===== config.mk =====
export PLATFORM = sky130hd
export DESIGN_NAME = switch_debounce_filter
export DESIGN_NICKNAME = d
export VERILOG_FILES = /design/src/rtl/switch_debounce_filter.sv
export SDC_FILE = /design/constraint.sdc
export NUM_CORES = 1
export LEC_CHECK = 0
export BUFFER_PORTS_ARGS = -buffer_cell sky130_fd_sc_hd__buf_4
export CORE_MARGIN = 10
export CORE_UTILIZATION = 60
export DETAILED_ROUTE_END_ITERATION = 16
export PLACE_DENSITY_LB_ADDON = 0.3
export SLEW_MARGIN = 40
export SYNTH_ARGS = -nofsm -noshare
export SYNTH_HDL_FRONTEND = slang
export SYNTH_SLANG_ARGS = --single-unit
export TNS_END_PERCENT = 30

===== constraint.sdc =====
create_clock -name i_Clk -period 2.9 [get_ports i_Clk]
set_input_delay 0.58 -clock i_Clk [delete_from_list [all_inputs] [get_ports i_Clk]]
set_output_delay 0.58 -clock i_Clk [all_outputs]
set_load 0.01 [all_outputs]

===== src/rtl/switch_debounce_filter.sv =====
// Push-button conditioner: synchronises a raw switch into i_Clk and qualifies level changes
// with a stability counter. Optional edge strobes when SWITCH_DEBOUNCE_EDGE_EN is defined.
module switch_debounce_filter #(
  parameter int unsigned CLKS_TO_STABLE = 250000,
  parameter int unsigned SYNC_STAGES    = 2,
  parameter logic        INIT_LEVEL     = 1'b0
) (
  input  logic i_Clk,
  input  logic i_Rst_L,
  input  logic i_Switch,
  output logic o_Switch,
  output logic o_Rise,
  output logic o_Fall
);

  localparam int unsigned CntW    = $clog2(CLKS_TO_STABLE + 1);
  localparam logic [CntW-1:0] CntLast = CntW'(CLKS_TO_STABLE - 1);

  logic [SYNC_STAGES-1:0] sync_q;
  logic [CntW-1:0]        cnt_q;
  logic                   switch_q;
  logic                   w_sync;
  logic                   differ;
  logic                   update;

  assign w_sync = sync_q[SYNC_STAGES-1];
  assign differ = (w_sync != switch_q);
  assign update = differ && (cnt_q == CntLast);

  always_ff @(posedge i_Clk or negedge i_Rst_L) begin
    if (!i_Rst_L) begin
      sync_q <= {SYNC_STAGES{INIT_LEVEL}};
    end else begin
      sync_q <= {sync_q[SYNC_STAGES-2:0], i_Switch};
    end
  end

  // Any cycle where the synchronised input matches the output discards progress.
  always_ff @(posedge i_Clk or negedge i_Rst_L) begin
    if (!i_Rst_L) begin
      cnt_q    <= '0;
      switch_q <= INIT_LEVEL;
    end else if (!differ) begin
      cnt_q <= '0;
    end else if (update) begin
      cnt_q    <= '0;
      switch_q <= w_sync;
    end else begin
      cnt_q <= cnt_q + CntW'(1);
    end
  end

  assign o_Switch = switch_q;

`ifdef SWITCH_DEBOUNCE_EDGE_EN
  logic rise_q;
  logic fall_q;

  // Registered alongside switch_q so a strobe coincides with the first cycle of the new level.
  always_ff @(posedge i_Clk or negedge i_Rst_L) begin
    if (!i_Rst_L) begin
      rise_q <= 1'b0;
      fall_q <= 1'b0;
    end else begin
      rise_q <= update &  w_sync;
      fall_q <= update & ~w_sync;
    end
  end

  assign o_Rise = rise_q;
  assign o_Fall = fall_q;
`else
  assign o_Rise = 1'b0;
  assign o_Fall = 1'b0;
`endif

endmodule


---- Yosys cells after proc, flatten, opt, wreduce, memory -nomap -nowiden ----
Index checks and enable logic that the tools add are counted.
storage, ports and cells
  bits in registers ....................... 21
  output and inout bits ................... 3
  word-level logic and storage cells ...... 10
cells by class
  add/subtract/negate cells ............... 1
  eq/ne operators ......................... 2
  mux-type cells .......................... 2
  reductions and logical operators ........ 2
operator list
  operator                                        number
  2-to-1 mux 18 bit                               2
  adder 18 x 1 -> 18 bit (second input constant)  1
  == test 18 bit (second input constant)          1
  AND reduction 2 bit                             1
  logical AND 1 bit                               1
  inequality test 1 bit                           1

---- Longest topological paths before layout ----
  depth after elaboration ................. 4
  gate-level depth with buffers ........... 6
  mapped depth without buffers ............ 5

---- Least setup slack after synthesis ----
Ideal clock, no wire load.
  path type ............................... reg-to-reg
  from .................................... register cnt_q[5]
  to ...................................... register cnt_q[10]
  setup time .............................. 0.121 ns
  arrival time ............................ 1.587 ns
  data required time ...................... 2.779 ns
  slack ................................... 1.192 ns
  cell stages (with the launch flop) ...... 7
  path buffers ............................ 2
  clock period less this slack ............ 1.708 ns
  cells stage by stage .................... dfrtp_1 -> clkbuf_2 -> nor4b_1 -> nand2_1 -> o41ai_4 -> buf_2 -> nor2_1
between the ends
  cells in the longest elaborated chain, start to end .. 4
  elaborated cells on any way between the ends .. 5
  classes of those cells .................. add/sub: 1; eq/ne: 1; mux: 2; reduce/logical: 1
RTL lines
  element                                                                         RTL line  source
  start: declaration                                                              20        logic [CntW-1:0] cnt_q;
  start signal: assignment                                                        49        cnt_q <= cnt_q + CntW'(1);
  parallel branches: the longest is 2 deep, another holds adder 18 x 1 -> 18 bit  n/a
  2-to-1 mux 18 bit (*)                                                           45        end else if (update) begin
  2-to-1 mux 18 bit (*)                                                           43        end else if (!differ) begin
Every way passes the cells marked *.
A chain may end at the register's enable or synchronous reset.

---- Worst setup path after layout ----
  from .................................... register cnt_q[9]
  to ...................................... register cnt_q[17]
The elaborated chain is that of the path after synthesis.

==> results_dict.tcl <==
set metrics [dict create \
    run_status "finished, final reports clean" \
    register_to_register_setup_slack_ns 1.10 \
    period_share 0.622 \
    number_of_buffers_inserted_by_port_buffering 3 \
    intPower_uw 359 \
    routed_wl_mm 1.90 \
    syn-cell-area_um2 1040 \
    synth.top_cell.area_share 0.506 \
    routed-via-count 761 \
    vdd_ir_drop_max_mv 0.396 \
    maxSlewViolCount 0 \
    cts_tree "done" \
    share_comb_of_total_power 0.049 \
    globalRoute.busiestLayer "met2" \
    layout-area-overhead-vs-synth_pct 5.30 \
    cts_htree_levels 1 \
    grt_pass1_wl_mm 3.25 \
    count_of_buffers_added_by_post_cts_timing_repair_for_setup 0 \
    ant_nets 0 \
    yosysWarningCount 0 \
    post-route-util 0.694 \
    core_area_um2 1580 \
    path_max_fanout 6 \
    reg2reg_to "cnt_q[17]" \
    endpoint_kind "flop" \
    timing.hold.worst.class "in2async" \
    die_x_um 61.6 \
    globalRouteMet3Util 0.0329 \
    layout.nets 112 \
    wire_per_inst_um 15.5 \
    dp_hpwl_mm 1.40 \
    filler_cell_count 119 \
    cap_violations 0 \
    power.switching_uw 105 \
    floorplan.die.height_um 61.6 \
    cts_hold_buf 0 \
    numCtsBuffers 3 \
    drc 0 \
    timing.fmax_ghz 0.555 \
    power.share.clock 0.300 \
    synth_top_area_cell "sky130_fd_sc_hd__dfrtp_1" \
    primary_ff_master_synth "sky130_fd_sc_hd__dfrtp_1" \
    startpoint_type "flop" \
    clk_latency_ns 0.30 \
    clock_root_buffer "sky130_fd_sc_hd__clkbuf_4" \
    grt_setup_unrepaired "no" \
    critical_path_required_time_ns 3.14 \
    drt_first_iter_violations 17 \
    cp_data_arrival_time_ns 2.04 \
    power.switching_fraction 0.226 \
    synth.most_common_cell "sky130_fd_sc_hd__dfrtp_1" \
    clkSlewWorstSetupHoldPaths_ns 0.11 \
    ff2ff_path_depth 4 \
    ys_seq_elements 21 \
    final.setup_skew_ns 0.00106 \
    antenna_found_initial 0 \
    max_slew.worst_pin.slew_ns 0.517 \
    cellLeakagePower_nw 0.451 \
    finalWorstPathRequiredPeriod_ns 1.80 \
    total_global_route_track_usage 0.116 \
    syn-mean-instance-area_um2 10.1 \
    post_cts.resized_instances 0 \
    netlist_instances 103 \
    synth_enable_flop_cells 0 \
    clkSinkCount 21 \
    largest_net_degree_at_the_start_of_global_routing 22 \
    power.sequential.fraction 0.652 \
    seq_area_frac_synth 0.506 \
    detailedRoute.firstPassIterationCount 4 \
    netlist_cell_types 25 \
    rr_startpoint "cnt_q[9]" \
    initial_core_util 0.659 \
    io-pin-count 6 \
    clk_path_buf_depth 2 \
    setup-tns-final_ns 0 \
    timing.final.hold_violations 0 \
    ys_async_sr_fraction 1.00 \
    globalplace.congestion 0.822 \
    grt_overflow_total 0 \
    grt_use_met2 0.193 \
    timing.final.setup_violations 0 \
    cp_slowest_cell "sky130_fd_sc_hd__or4_1" \
    power_density_nw_per_um2 424 \
    viasPerCell 6.19 \
    use_met1 0.125 \
    placementRows 14 \
    antennaDiodeCount 0 \
    relSlewSlack 0.654 \
    timing.critical_path.from "cnt_q[9]" \
    timing.critical_path.slowest_cell_delay_ns 0.57 \
    timing.critical_path.cells "nand4_1 > or4_1 > or3_1 > a21oi_1" \
    post_route_cells_drive_above_1_share 0.0935 \
    yosys-top-cells-count "21 x sky130_fd_sc_hd__dfrtp_1, 20 x sky130_fd_sc_hd__nor2_1, 13 x sky130_fd_sc_hd__xnor2_1" \
    first_global_vias 756 \
    die_area_um2 3800 \
    synth_top_cells_by_area "sky130_fd_sc_hd__dfrtp_1 51%, sky130_fd_sc_hd__xnor2_1 11%, sky130_fd_sc_hd__nor2_1 7.2%, sky130_fd_sc_hd__nor4_1 4.2%, sky130_fd_sc_hd__nand3_1 3.9%" \
    path_class "reg2reg" \
]
[layer usage]
layer | part of all wire | vias up
li1 | - | 356
met1 | 0.41 | 377
met2 | 0.51 | 21
met3 | 0.047 | 7
met4 | 0.026 | 0
met5 | 0 | -
[state kept, by name, indices dropped and copies added, names as in the netlist]
signal    flops
sync_q        2
cnt_q        18
o_Switch      1
[cells by family (layout without fill, tap and decap cells)]
group,Yosys count,after routing,share of synthesized area
AO/OA/AOI/OAI,3,3,0.0361
adder cells (fa/ha/maj),1,1,0.0120
buffers and inverters,9,12,0.0421
AND/OR/NAND/NOR,51,51,0.254
other,1,2,0.00361
multiplexers,1,1,0.0108
XOR/XNOR,16,16,0.135
flip-flops,21,21,0.506
[area by class of cell]
cell class | instances | area, µm² | area share
clock buffers | 4 | 26.3 | 0.0240
inverters | 4 | 15.0 | 0.0137
multi-input cells | 74 | 473 | 0.432
flip-flops and latches | 21 | 526 | 0.481
well taps | 16 | 20.0 | 0.0183
repair buffers | 4 | 33.8 | 0.0309
[how the worst max path moves through the flow]
stage / to
after detailed placement: cnt_q[12]
after CTS: cnt_q[17]
after global routing: cnt_q[16]
after floorplan: cnt_q[10]
after global placement: cnt_q[12]
final: cnt_q[17]
[through the flow]
stage          instance area, µm²  power (mW)  cells  setup WS, ns  hold slack, ns
6_report                     1090       0.463    123          1.10           0.132
5_1_grt                      1090       0.482    123         0.971           0.136
4_1_cts                      1090       0.467    123          1.10           0.135
3_5_place_dp                 1070       0.330    119          1.13           0.336
3_3_place_gp                 1060       0.328    118         0.949           0.332
2_1_floorplan                1040       0.321    104          1.19           0.284
[cells in the final DEF (no fill, tap or decap), drive strengths merged]
cell type,instances
xnor2,13
nor3,4
mux2,1
inv,4
nor4b,1
nand3,8
conb,2
clkbuf,4
xor2,3
nand2,4
or4,1
nand3b,1
dfrtp,21
or3,1
nor4,7
a21oi,1
o21ai,1
buf,4
nand4,4
ha,1
nor2,20
o41ai,1
[worst max-delay path: cells and delay by family (launching register included)]
kind | cells | cell delay, ns
simple gates | 3 | 1.13
flops | 1 | 0.46
compound gates | 1 | 0.14
[power groups by stage]
| stage | Sequential (mW) | Clock, mW | Combinational (mW) |
|---|---|---|---|
| after floorplan | 0.306 | 0 | 0.0152 |
| after global placement | 0.307 | 0 | 0.0204 |
| after detailed placement | 0.308 | 0 | 0.0228 |
| after CTS | 0.302 | 0.142 | 0.0229 |
| after global routing | 0.303 | 0.152 | 0.0263 |
| final | 0.302 | 0.139 | 0.0225 |
No activity file was read; power rests on OpenSTA's default activity.
